[src/rtl/pipeline_stall_controller.sv]
// Stall/flush sequencer for the 5-stage pipeline.
// Merges load-use, branch-flush and memory-wait hazards, and keeps hazard counters.
module pipeline_stall_controller #(
  parameter int TIMEOUT = 256,
  parameter int CNT_W   = 16
) (
  input  logic             clk_i,
  input  logic             rst_i,
  input  logic             ex_memread_i,
  input  logic [4:0]       ex_rd_i,
  input  logic [4:0]       id_rs1_i,
  input  logic [4:0]       id_rs2_i,
  input  logic             id_branch_taken_i,
  input  logic             mem_req_i,
  input  logic             mem_ack_i,
  input  logic             clr_cnt_i,
  output logic             pc_write_o,
  output logic             ifid_write_o,
  output logic             ifid_flush_o,
  output logic             idex_noop_o,
  output logic             pipe_freeze_o,
  output logic             timeout_err_o,
  output logic [CNT_W-1:0] stall_cnt_o,
  output logic [CNT_W-1:0] flush_cnt_o,
  output logic [CNT_W-1:0] freeze_cnt_o
);

  localparam int WCW = (TIMEOUT > 2) ? $clog2(TIMEOUT) : 1;
  localparam logic [WCW-1:0] LP_WLAST = WCW'(TIMEOUT - 1);
  localparam logic [CNT_W-1:0] LP_CMAX = '1;

  typedef enum logic [1:0] {
    S_IDLE,
    S_WAIT,
    S_FAULT
  } state_t;

  state_t         r_state;
  state_t         w_state_nxt;
  logic [WCW-1:0] r_wait_cnt;
  logic [WCW-1:0] w_wait_nxt;
  logic           w_mem_freeze;
  logic           w_load_use;
  logic           w_stall_evt;
  logic           w_flush_evt;

  logic [CNT_W-1:0] r_stall_cnt;
  logic [CNT_W-1:0] r_flush_cnt;
  logic [CNT_W-1:0] r_freeze_cnt;

  always_ff @(posedge clk_i or posedge rst_i) begin
    if (rst_i) begin
      r_state    <= S_IDLE;
      r_wait_cnt <= '0;
    end else begin
      r_state    <= w_state_nxt;
      r_wait_cnt <= w_wait_nxt;
    end
  end

  // The IDLE cycle that raises the freeze counts as the first waiting cycle.
  always_comb begin
    w_state_nxt  = r_state;
    w_wait_nxt   = r_wait_cnt;
    w_mem_freeze = 1'b0;
    unique case (r_state)
      S_IDLE: begin
        if (mem_req_i && !mem_ack_i) begin
          w_mem_freeze = 1'b1;
          w_state_nxt  = S_WAIT;
          w_wait_nxt   = WCW'(1);
        end
      end
      S_WAIT: begin
        if (mem_ack_i) begin
          w_state_nxt = S_IDLE;
          w_wait_nxt  = '0;
        end else begin
          w_mem_freeze = 1'b1;
          if (r_wait_cnt == LP_WLAST) begin
            w_state_nxt = S_FAULT;
          end else begin
            w_wait_nxt = r_wait_cnt + WCW'(1);
          end
        end
      end
      S_FAULT: begin
        w_mem_freeze = 1'b1;
      end
      default: begin
        w_state_nxt = S_IDLE;
        w_wait_nxt  = '0;
      end
    endcase
  end

  assign w_load_use = ex_memread_i && (ex_rd_i != 5'd0) &&
                      ((ex_rd_i == id_rs1_i) || (ex_rd_i == id_rs2_i));

  always_comb begin
    pc_write_o    = 1'b1;
    ifid_write_o  = 1'b1;
    ifid_flush_o  = 1'b0;
    idex_noop_o   = 1'b0;
    pipe_freeze_o = 1'b0;
    if (rst_i || w_mem_freeze) begin
      pc_write_o    = 1'b0;
      ifid_write_o  = 1'b0;
      pipe_freeze_o = 1'b1;
    end else if (w_load_use) begin
      pc_write_o   = 1'b0;
      ifid_write_o = 1'b0;
      idex_noop_o  = 1'b1;
    end else if (id_branch_taken_i) begin
      ifid_flush_o = 1'b1;
    end
  end

  assign timeout_err_o = (r_state == S_FAULT);
  assign w_stall_evt   = !w_mem_freeze && w_load_use;
  assign w_flush_evt   = !w_mem_freeze && !w_load_use && id_branch_taken_i;

  always_ff @(posedge clk_i or posedge rst_i) begin
    if (rst_i) begin
      r_stall_cnt  <= '0;
      r_flush_cnt  <= '0;
      r_freeze_cnt <= '0;
    end else if (clr_cnt_i) begin
      r_stall_cnt  <= '0;
      r_flush_cnt  <= '0;
      r_freeze_cnt <= '0;
    end else begin
      if (w_stall_evt && (r_stall_cnt != LP_CMAX)) begin
        r_stall_cnt <= r_stall_cnt + CNT_W'(1);
      end
      if (w_flush_evt && (r_flush_cnt != LP_CMAX)) begin
        r_flush_cnt <= r_flush_cnt + CNT_W'(1);
      end
      if (w_mem_freeze && (r_freeze_cnt != LP_CMAX)) begin
        r_freeze_cnt <= r_freeze_cnt + CNT_W'(1);
      end
    end
  end

  assign stall_cnt_o  = r_stall_cnt;
  assign flush_cnt_o  = r_flush_cnt;
  assign freeze_cnt_o = r_freeze_cnt;

endmodule

[config.mk]
export PLATFORM = sky130hd
export DESIGN_NAME = pipeline_stall_controller
export DESIGN_NICKNAME = d
export VERILOG_FILES = /design/src/rtl/pipeline_stall_controller.sv
export SDC_FILE = /design/constraint.sdc
export NUM_CORES = 1
export LEC_CHECK = 0
export BUFFER_PORTS_ARGS = -buffer_cell sky130_fd_sc_hd__buf_2
export CAP_MARGIN = 40
export CORE_ASPECT_RATIO = 0.8
export CORE_MARGIN = 8
export CORE_UTILIZATION = 40
export CTS_CLUSTER_SIZE = 12
export DETAILED_ROUTE_END_ITERATION = 8
export PLACE_DENSITY = 0.67
export SLEW_MARGIN = 15
export SYNTH_ARGS = -nofsm -noshare
export SYNTH_HDL_FRONTEND = slang
export SYNTH_SLANG_ARGS = --single-unit
export TNS_END_PERCENT = 1
[constraint.sdc]
create_clock -name clk_i -period 2.6 [get_ports clk_i]
set_input_delay 0.13 -clock clk_i [delete_from_list [all_inputs] [get_ports clk_i]]
set_output_delay 0.13 -clock clk_i [all_outputs]
set_load 0.01 [all_outputs]
# Word-level counts from Yosys, hierarchy flattened
# Cells that the tools add are included.
[op_classes]
n_reduce_logical = 21
n_mux = 25
eq_ne = 11
add_sub_neg = 4
n_bitwise = 1
[op_table]
columns = ["op", "n"]
rows = [
  ["$mux 16", 6],
  ["$add 16x1->16 const B", 3],
  ["$ne 16x16->1 const B", 3],
  ["$mux 8", 3],
  ["$pmux 8 s3", 1],
  ["$eq 5x5->1", 2],
  ["$mux 1", 10],
  ["$logic_and 1x1->1", 9],
  ["$add 8x1->8 const B", 1],
  ["$eq 8x8->1 const B", 1],
  ["$mux 2", 3],
  ["$ne 3x3->1 const B", 2],
  ["$pmux 2 s3", 1],
  ["$reduce_and 3->1", 2],
  ["$reduce_bool 2->1", 3],
  ["$reduce_bool 5->1", 1],
  ["$logic_not 1->1", 3],
  ["$pmux 1 s3", 1],
  ["$eq 2x1->1 const B", 1],
  ["$eq 2x2->1 const B", 1],
  ["$logic_not 2->1", 1],
  ["$logic_or 1x1->1", 2],
  ["$ne 2x2->1 const B", 1],
  ["$not 1->1", 1],
]
[word_totals]
out_inout_bits = 54
word_cells = 67
regBits = 58
input_bits = 22

# Longest topological paths before layout
# Gate-level depths: netlist (run 1).
[depth]
word_depth = 10
mapped_depth = 7
mapped_depth_nobuf = 7

# Worst setup path after synthesis (run 1)
# No wires, ideal clock.
[synth_timing]
kind = "input-to-output"
start = "in rst_i"
end = "out pc_write_o"
cell_stages = 4
n_path_buf = 1
setup_slack_ns = 0.236
required_ns = 2.470
arrival_ns = 2.234
path_cell_list = "inv_1 > nand2_1 > nor2_1 > buf_4"
[synth_between]
elab_chain_cells = 2
[synth_rtl]
columns = ["item", "line", "source"]
rows = [
  ["from (decl)", "8", "input logic rst_i,"],
  ["$logic_or 1x1->1", "106", "if (rst_i || w_mem_freeze) begin"],
  ["$mux 1", "--", ""],
  ["to (decl)", "17", "output logic pc_write_o,"],
]
# No other way between the ends.

# Final worst setup path (run 1)
[layout_timing]
start = "reg r_state[0]"
end = "reg r_stall_cnt[8] (netlist: stall_cnt_o[8])"
[layout_between]
elab_chain_cells = 6
elab_cells_between_ends = 8
classes_between = "eq/ne: 2; mux: 1; reduce/logical: 5"
[layout_rtl]
columns = ["item", "line", "source"]
rows = [
  ["from (decl)", "38", "state_t r_state;"],
  ["from (signal assigned)", "56", "r_state <= w_state_nxt;"],
  ["$eq 2x2->1 (tied with other cells)", "66", "unique case (r_state)"],
  ["$pmux 1 s3 *", "66", ""],
  ["$logic_not 1->1 *", "120", "assign w_stall_evt = !w_mem_freeze && w_load_use;"],
  ["$logic_and 1x1->1 *", "120", ""],
  ["$logic_and 1x1->1 *", "133", "if (w_stall_evt && (r_stall_cnt != LP_CMAX)) begin"],
  ["$reduce_bool 2->1 (no line) *", "--", ""],
  ["to (signal assigned)", "134", "r_stall_cnt <= r_stall_cnt + CNT_W'(1);"],
  ["to (decl)", "47", "logic [CNT_W-1:0] r_stall_cnt;"],
]
# Mark *: on every way between the ends. The rest lies on a longest branch, timed or not.
# A chain may end at the register's enable or synchronous reset.

==> results.cfg, run 1 <==
[routing]
drt_wl_total_um = 8461
first_iter_violations = 159
route.vias.total = 2995
route.detailed.drc = 0
dr.pass1.iters = 4
viasPerCell = 5.301
wl_per_cell_um = 14.98
ant_nets = 0

[power]
ir_drop_uv = 191.5
fin_total_pwr_mw = 2.086
leakage_nw = 1.949
power_density_nw_per_um2 = 505.4

[critical_path]
cp_max_fo = 10
worstPathCellList = nor2_1 -> o22a_1 -> nand2_2 -> nor3_4 -> and4_1 -> mux2_1
max_stage_delay_ns = 0.46
r2r_start = r_state[0]$_DFFE_PP0P_
cp_slowest_cell = dfrtp_1
r2r_cells = 6
startpoint_type = flop
required_ns = 2.81
endpoint = stall_cnt_o[8]$_DFFE_PP0P_
crit_path_start = r_state[0]$_DFFE_PP0P_
end_kind = flop
regToRegSetupSlack_ns = 0.30
crit_type = reg -> reg
arrival_ns = 2.51
r2r_end = stall_cnt_o[8]$_DFFE_PP0P_

[flow_run]
cap_violations = 0

[timing]
rsz0062_at_grt = no
max_freq_mhz = 434.8
period_needed_ns = 2.300
setup_tns_ns = 0
skew_ns = 0.01398
drv_slew = 0
min_period_over_period_pct = 88.47
tightest_slew_ns = 0.5783
finalWorstSetupSlack_ns = 0.2999
hold_viol = 0
setup_viol = 0
max_slew_margin_pct = 61.33

[cells_and_area]
multiInputGateArea_um2 = 1848
final_util_pct = 49.30
post-route-cell-area_um2 = 4126
drive_gt1_share_pct = 27.81
regArea_um2 = 1451
fill_cells = 791
fin_nets = 476
antenna_cells = 0
synthToLayoutAreaGrowth_pct = 21.61

[synth]
synth_top_cell_by_area = dfrtp_1
synth_edf_count = 0
yosysMostFrequentCell = nor2_1
ys_types = 55
postSynth.asyncResetShare_pct = 100.0
synth_area_um2 = 3393
mappedNetlistNets = 393
netlist_top_cells_count = nor2_1 (63), dfrtp_1 (58), xor2_1 (24), nand3_1 (23), a21oi_1 (16)
ys_seq_area_share_pct = 42.77
ys_warn_count = 0
netlist_top_cells_area = dfrtp_1 (43%), nor2_1 (7.0%), xor2_1 (6.2%), mux2_2 (4.3%), nand3_1 (3.4%)
synthFlopType = dfrtp_1
ys_seq_elements = 58
synth_top_area_share_pct = 42.77
synth_cells = 367
avgSynthCellArea_um2 = 9.246

[floorplan]
dieArea_um2 = 11700
rows = 30
die_h_um = 98.38
ioPinCount = 76
die_x_um = 119.0
start_util_pct = 40.54
core_area_um2 = 8371

[clock_network]
clock_path_buffers = 2
insertion_delay_ns = 0.34
htree_levels = 3
cts_sinks = 58
post_cts_buffers = 0
cts_tree = yes
cts_buffers = 9
clockRootBuffer = clkbuf_8
path_clk_slew_ns = 0.07

[run_status]
run_status = complete, no violations

[placed_design]
dpl_worst_slack_ns = 0.1745
dp.final_hpwl_um = 6207
gp_congestion = 0.8025
placed_area_um2 = 3899
port_buffers = 75

[global_route]
grt_use_total_pct = 14.60
overflow = 0
grt_max_degree = 54
grt_pass1_wl_um = 14170
grt_pass1_vias = 2935
antenna_found_initial = 0

[hold_path]
min_from = id_branch_taken_i
hold_class = in -> reg
[how the worst min path moves through the flow]
stage                                              to  slack [ns]  cells past startpoint
after global routing      flush_cnt_o[12]$_DFFE_PP0P_        0.16                      3
after CTS                 flush_cnt_o[12]$_DFFE_PP0P_        0.14                      3
after detailed placement    r_wait_cnt[0]$_DFFE_PP0P_        0.19                      2
after floorplan           flush_cnt_o[12]$_DFFE_PP0P_        0.33                      2
after global placement      r_wait_cnt[0]$_DFFE_PP0P_        0.19                      2
final                     flush_cnt_o[12]$_DFFE_PP0P_        0.16                      3
[worst max-delay path: cells and delay by family (launching register included)]
kind               cells  cell delay (ns)
AOI/OAI and AO/OA      1             0.39
and+or+nand+nor        4             1.00
DFF                    1             0.46
muxes                  1             0.31
[final cells by class]
class	instances	area share, %
multi-input cells	286	44.78
well taps	112	3.396
inverters	12	1.092
clock buffers	11	3.669
repair buffers	83	10.92
flip-flops and latches	58	35.17
clock inverters	3	0.9703
[layout by cell type, fill, tap and decap left out, drive strengths merged, types with 2 or more instances in the layout]
| cell | instances |
|---|---|
| a211oi | 2 |
| a21o | 3 |
| a21oi | 16 |
| a31o | 2 |
| a31oi | 2 |
| and2 | 3 |
| and3 | 10 |
| and4 | 3 |
| buf | 82 |
| clkbuf | 11 |
| clkinv | 2 |
| dfrtp | 58 |
| ha | 4 |
| inv | 12 |
| mux2 | 15 |
| mux2i | 3 |
| nand2 | 14 |
| nand2b | 5 |
| nand3 | 23 |
| nand4 | 14 |
| nor2 | 63 |
| nor2b | 13 |
| nor3 | 10 |
| nor4 | 6 |
| nor4b | 2 |
| o2111ai | 2 |
| o21ai | 12 |
| o31ai | 4 |
| or2 | 3 |
| or3 | 4 |
| or4 | 6 |
| xnor2 | 6 |
| xor2 | 24 |
[timing repair]
action | 4_1_cts | 5_1_grt
setup endpoints to repair | 0 | 1
hold buffers | 1 | 0
hold endpoints to repair | 22 | 0
gates resized for setup | 0 | 1
[registers in the layout (all words and copies together) (netlist names)]
register      cells
r_wait_cnt        8
freeze_cnt_o     16
flush_cnt_o      16
r_state           2
stall_cnt_o      16
[metal layers]
layer | global-route usage (%) | vias up | wire length (um)
met2 | 22.94 | 74 | 3882
met4 | 6.596 | 0 | 148
met5 | 0 | - | 0
met1 | 18.35 | 1434 | 3956
met3 | 3.922 | 14 | 474
li1 | - | 1473 | -
[kinds of logic (layout without fill, tap and decap cells)]
group | after synthesis | after routing | synth area share, %
buffers and inverters | 23 | 109 | 2.950
and+or+nand+nor | 181 | 181 | 28.25
muxes | 18 | 18 | 5.863
AOI/OAI and AO/OA | 53 | 53 | 10.95
xor gates and xnor gates | 30 | 30 | 7.743
adders and majority gates | 4 | 4 | 1.475
DFF | 58 | 58 | 42.77
[power breakdown]
| group | internal [mW] | total (mW) | switching [mW] | leakage [nW] |
|---|---|---|---|---|
| Clock | 0.481 | 0.830 | 0.349 | 0.101 |
| Sequential | 0.936 | 0.978 | 0.0414 | 0.802 |
| Combinational | 0.113 | 0.278 | 0.165 | 1.05 |
[stage by stage]
step	instances	hold WS, ns
CTS	564	0.1386
detailed placement	549	0.1900
global route	565	0.1643
global placement	549	0.1923
finish	565	0.1579
floorplan	367	0.3334
Power figures use the tool's default switching activity.
==> run 2, diff against run 1 <==
--- a/config.mk
+++ b/config.mk
@@ -10,7 +10,7 @@
 export CORE_ASPECT_RATIO = 0.8
 export CORE_MARGIN = 8
 export CORE_UTILIZATION = 40
-export CTS_CLUSTER_SIZE = 12
+export CTS_BUF_LIST = sky130_fd_sc_hd__clkbuf_4
 export DETAILED_ROUTE_END_ITERATION = 8
 export PLACE_DENSITY = 0.67
 export SLEW_MARGIN = 15
==> run 2 against run 1 <==
  * Worst hold slack got worse by 0.079 ns
  * Critical path type unchanged
  * Fmax fell by 0.78%
  * Clock skew rose by 0.0045 ns
  * Sequential share of layout area rose by 0.66 points
  * Global-route usage barely moved
  * Core utilization fell by 0.91 points
  * Critical path depth did not move
  * Sequential cell count did not move
  * Critical endpoint unchanged
  * Wire length rose by 0.30%
==> results.cfg, run 2 (synthesized netlist as in run 1, its figures left out) <==
[floorplan]
rows = 30
dieArea_um2 = 11700
ioPinCount = 76
die_h_um = 98.38
core_area_um2 = 8371
start_util_pct = 40.54
die_x_um = 119.0

[hold_path]
min_from = id_branch_taken_i
hold_class = in -> reg

[routing]
drt_wl_total_um = 8486
first_iter_violations = 142
route.vias.total = 3003
route.detailed.drc = 0
viasPerCell = 5.315
wl_per_cell_um = 15.02
ant_nets = 0
dr.pass1.iters = 4

[timing]
fin_hold_ws_ns = 0.07861
min_period_over_period_pct = 89.16
tightest_slew_ns = 0.5804
drv_slew = 0
skew_ns = 0.01849
hold_viol = 0
period_needed_ns = 2.318
max_slew_margin_pct = 61.19
setup_tns_ns = 0
max_freq_mhz = 431.4
rsz0062_at_grt = no
setup_viol = 0

[placed_design]
port_buffers = 75
gp_congestion = 0.8025
placed_area_um2 = 3899
dp.final_hpwl_um = 6207

[power]
fin_total_pwr_mw = 1.864
power_density_nw_per_um2 = 460.2
leakage_nw = 1.914
ir_drop_uv = 165.2

[clock_network]
htree_levels = 3
cts_tree = yes
cts_sinks = 58
insertion_delay_ns = 0.41
clockRootBuffer = clkbuf_4
post_cts_buffers = 0
cts_buffers = 9
path_clk_slew_ns = 0.11
clock_path_buffers = 2

[critical_path]
max_stage_delay_ns = 0.48
crit_type = reg -> reg
required_ns = 2.88
worstPathCellList = nor2_1 -> o22a_1 -> nand2_2 -> nor3_4 -> and4_1 -> mux2_1
cp_slowest_cell = dfrtp_1
crit_path_start = r_state[0]$_DFFE_PP0P_
end_kind = flop
startpoint_type = flop
r2r_start = r_state[0]$_DFFE_PP0P_
cp_max_fo = 10
arrival_ns = 2.60

[cells_and_area]
post-route-cell-area_um2 = 4050
drive_gt1_share_pct = 27.37
layout_commonest_cell = buf_2
fill_cells = 809
mostFrequentLayoutCells = buf_2 (75), nor2_1 (63), dfrtp_1 (58)
multiInputGateArea_um2 = 1848
synthToLayoutAreaGrowth_pct = 19.36
regArea_um2 = 1451
fin_nets = 476
final_util_pct = 48.39
antenna_cells = 0

[global_route]
overflow = 0
grt_max_degree = 54
antenna_found_initial = 0
grt_use_total_pct = 14.58
grt_pass1_vias = 2927
grt_pass1_wl_um = 14110

[flow_run]
cap_violations = 0

[run_status]
run_status = complete, no violations
-- run 2: what timing repair did --
| item | CTS | global route |
|---|---|---|
| setup endpoints to repair | 0 | 2 |
| hold buffers | 1 | 0 |
| gates resized for setup | 0 | 1 |
| hold endpoints to repair | 22 | 0 |
-- run 2: worst paths after layout --
check / cells after the start / slack (ns) / to
max reg2reg: 6 / 0.28 / stall_cnt_o[8]$_DFFE_PP0P_
max in group asynchronous: 4 / 1.43 / stall_cnt_o[11]$_DFFE_PP0P_
min reg2reg: 2 / 0.55 / r_wait_cnt[5]$_DFFE_PP0P_
min in group asynchronous: 3 / 0.28 / r_state[0]$_DFFE_PP0P_
min: 3 / 0.08 / flush_cnt_o[12]$_DFFE_PP0P_
max: 6 / 0.28 / stall_cnt_o[8]$_DFFE_PP0P_
-- run 2: critical path, delay by kind of cell, from the launching register on --
kind               cells  cell delay [ns]
and+or+nand+nor        4             1.00
DFF                    1             0.48
AOI/OAI and AO/OA      1             0.39
muxes                  1             0.31
-- run 2: layout make-up --
| cell class | instances | share of cell area (%) |
|---|---|---|
| multi-input combinational | 286 | 45.63 |
| tap | 112 | 3.460 |
| clock inverter | 5 | 1.174 |
| inverter | 12 | 1.112 |
| sequential | 58 | 35.84 |
| clock buffer | 9 | 1.668 |
| timing repair buffer | 83 | 11.12 |
-- run 2: per-layer routing --
metal  wire length (um)  up-vias  GRT usage, %
met5                  0        -             0
met4                146        0         7.081
met3                445       11         3.691
met2               3952       66         22.81
met1               3941     1451         18.35
li1                   -     1475             -
-- run 2: through the flow --
step,worst slack (ns),cells
after global placement,0.2621,549
after global routing,0.1400,565
after CTS,0.1494,564
final,0.2818,565
after detailed placement,0.1745,549
after floorplan,0.2365,367
-- run 2: where the power goes --
part	internal, mW	switching (mW)	total [mW]
registers	0.935	0.0433	0.978
logic	0.113	0.165	0.278
clock network	0.273	0.334	0.607
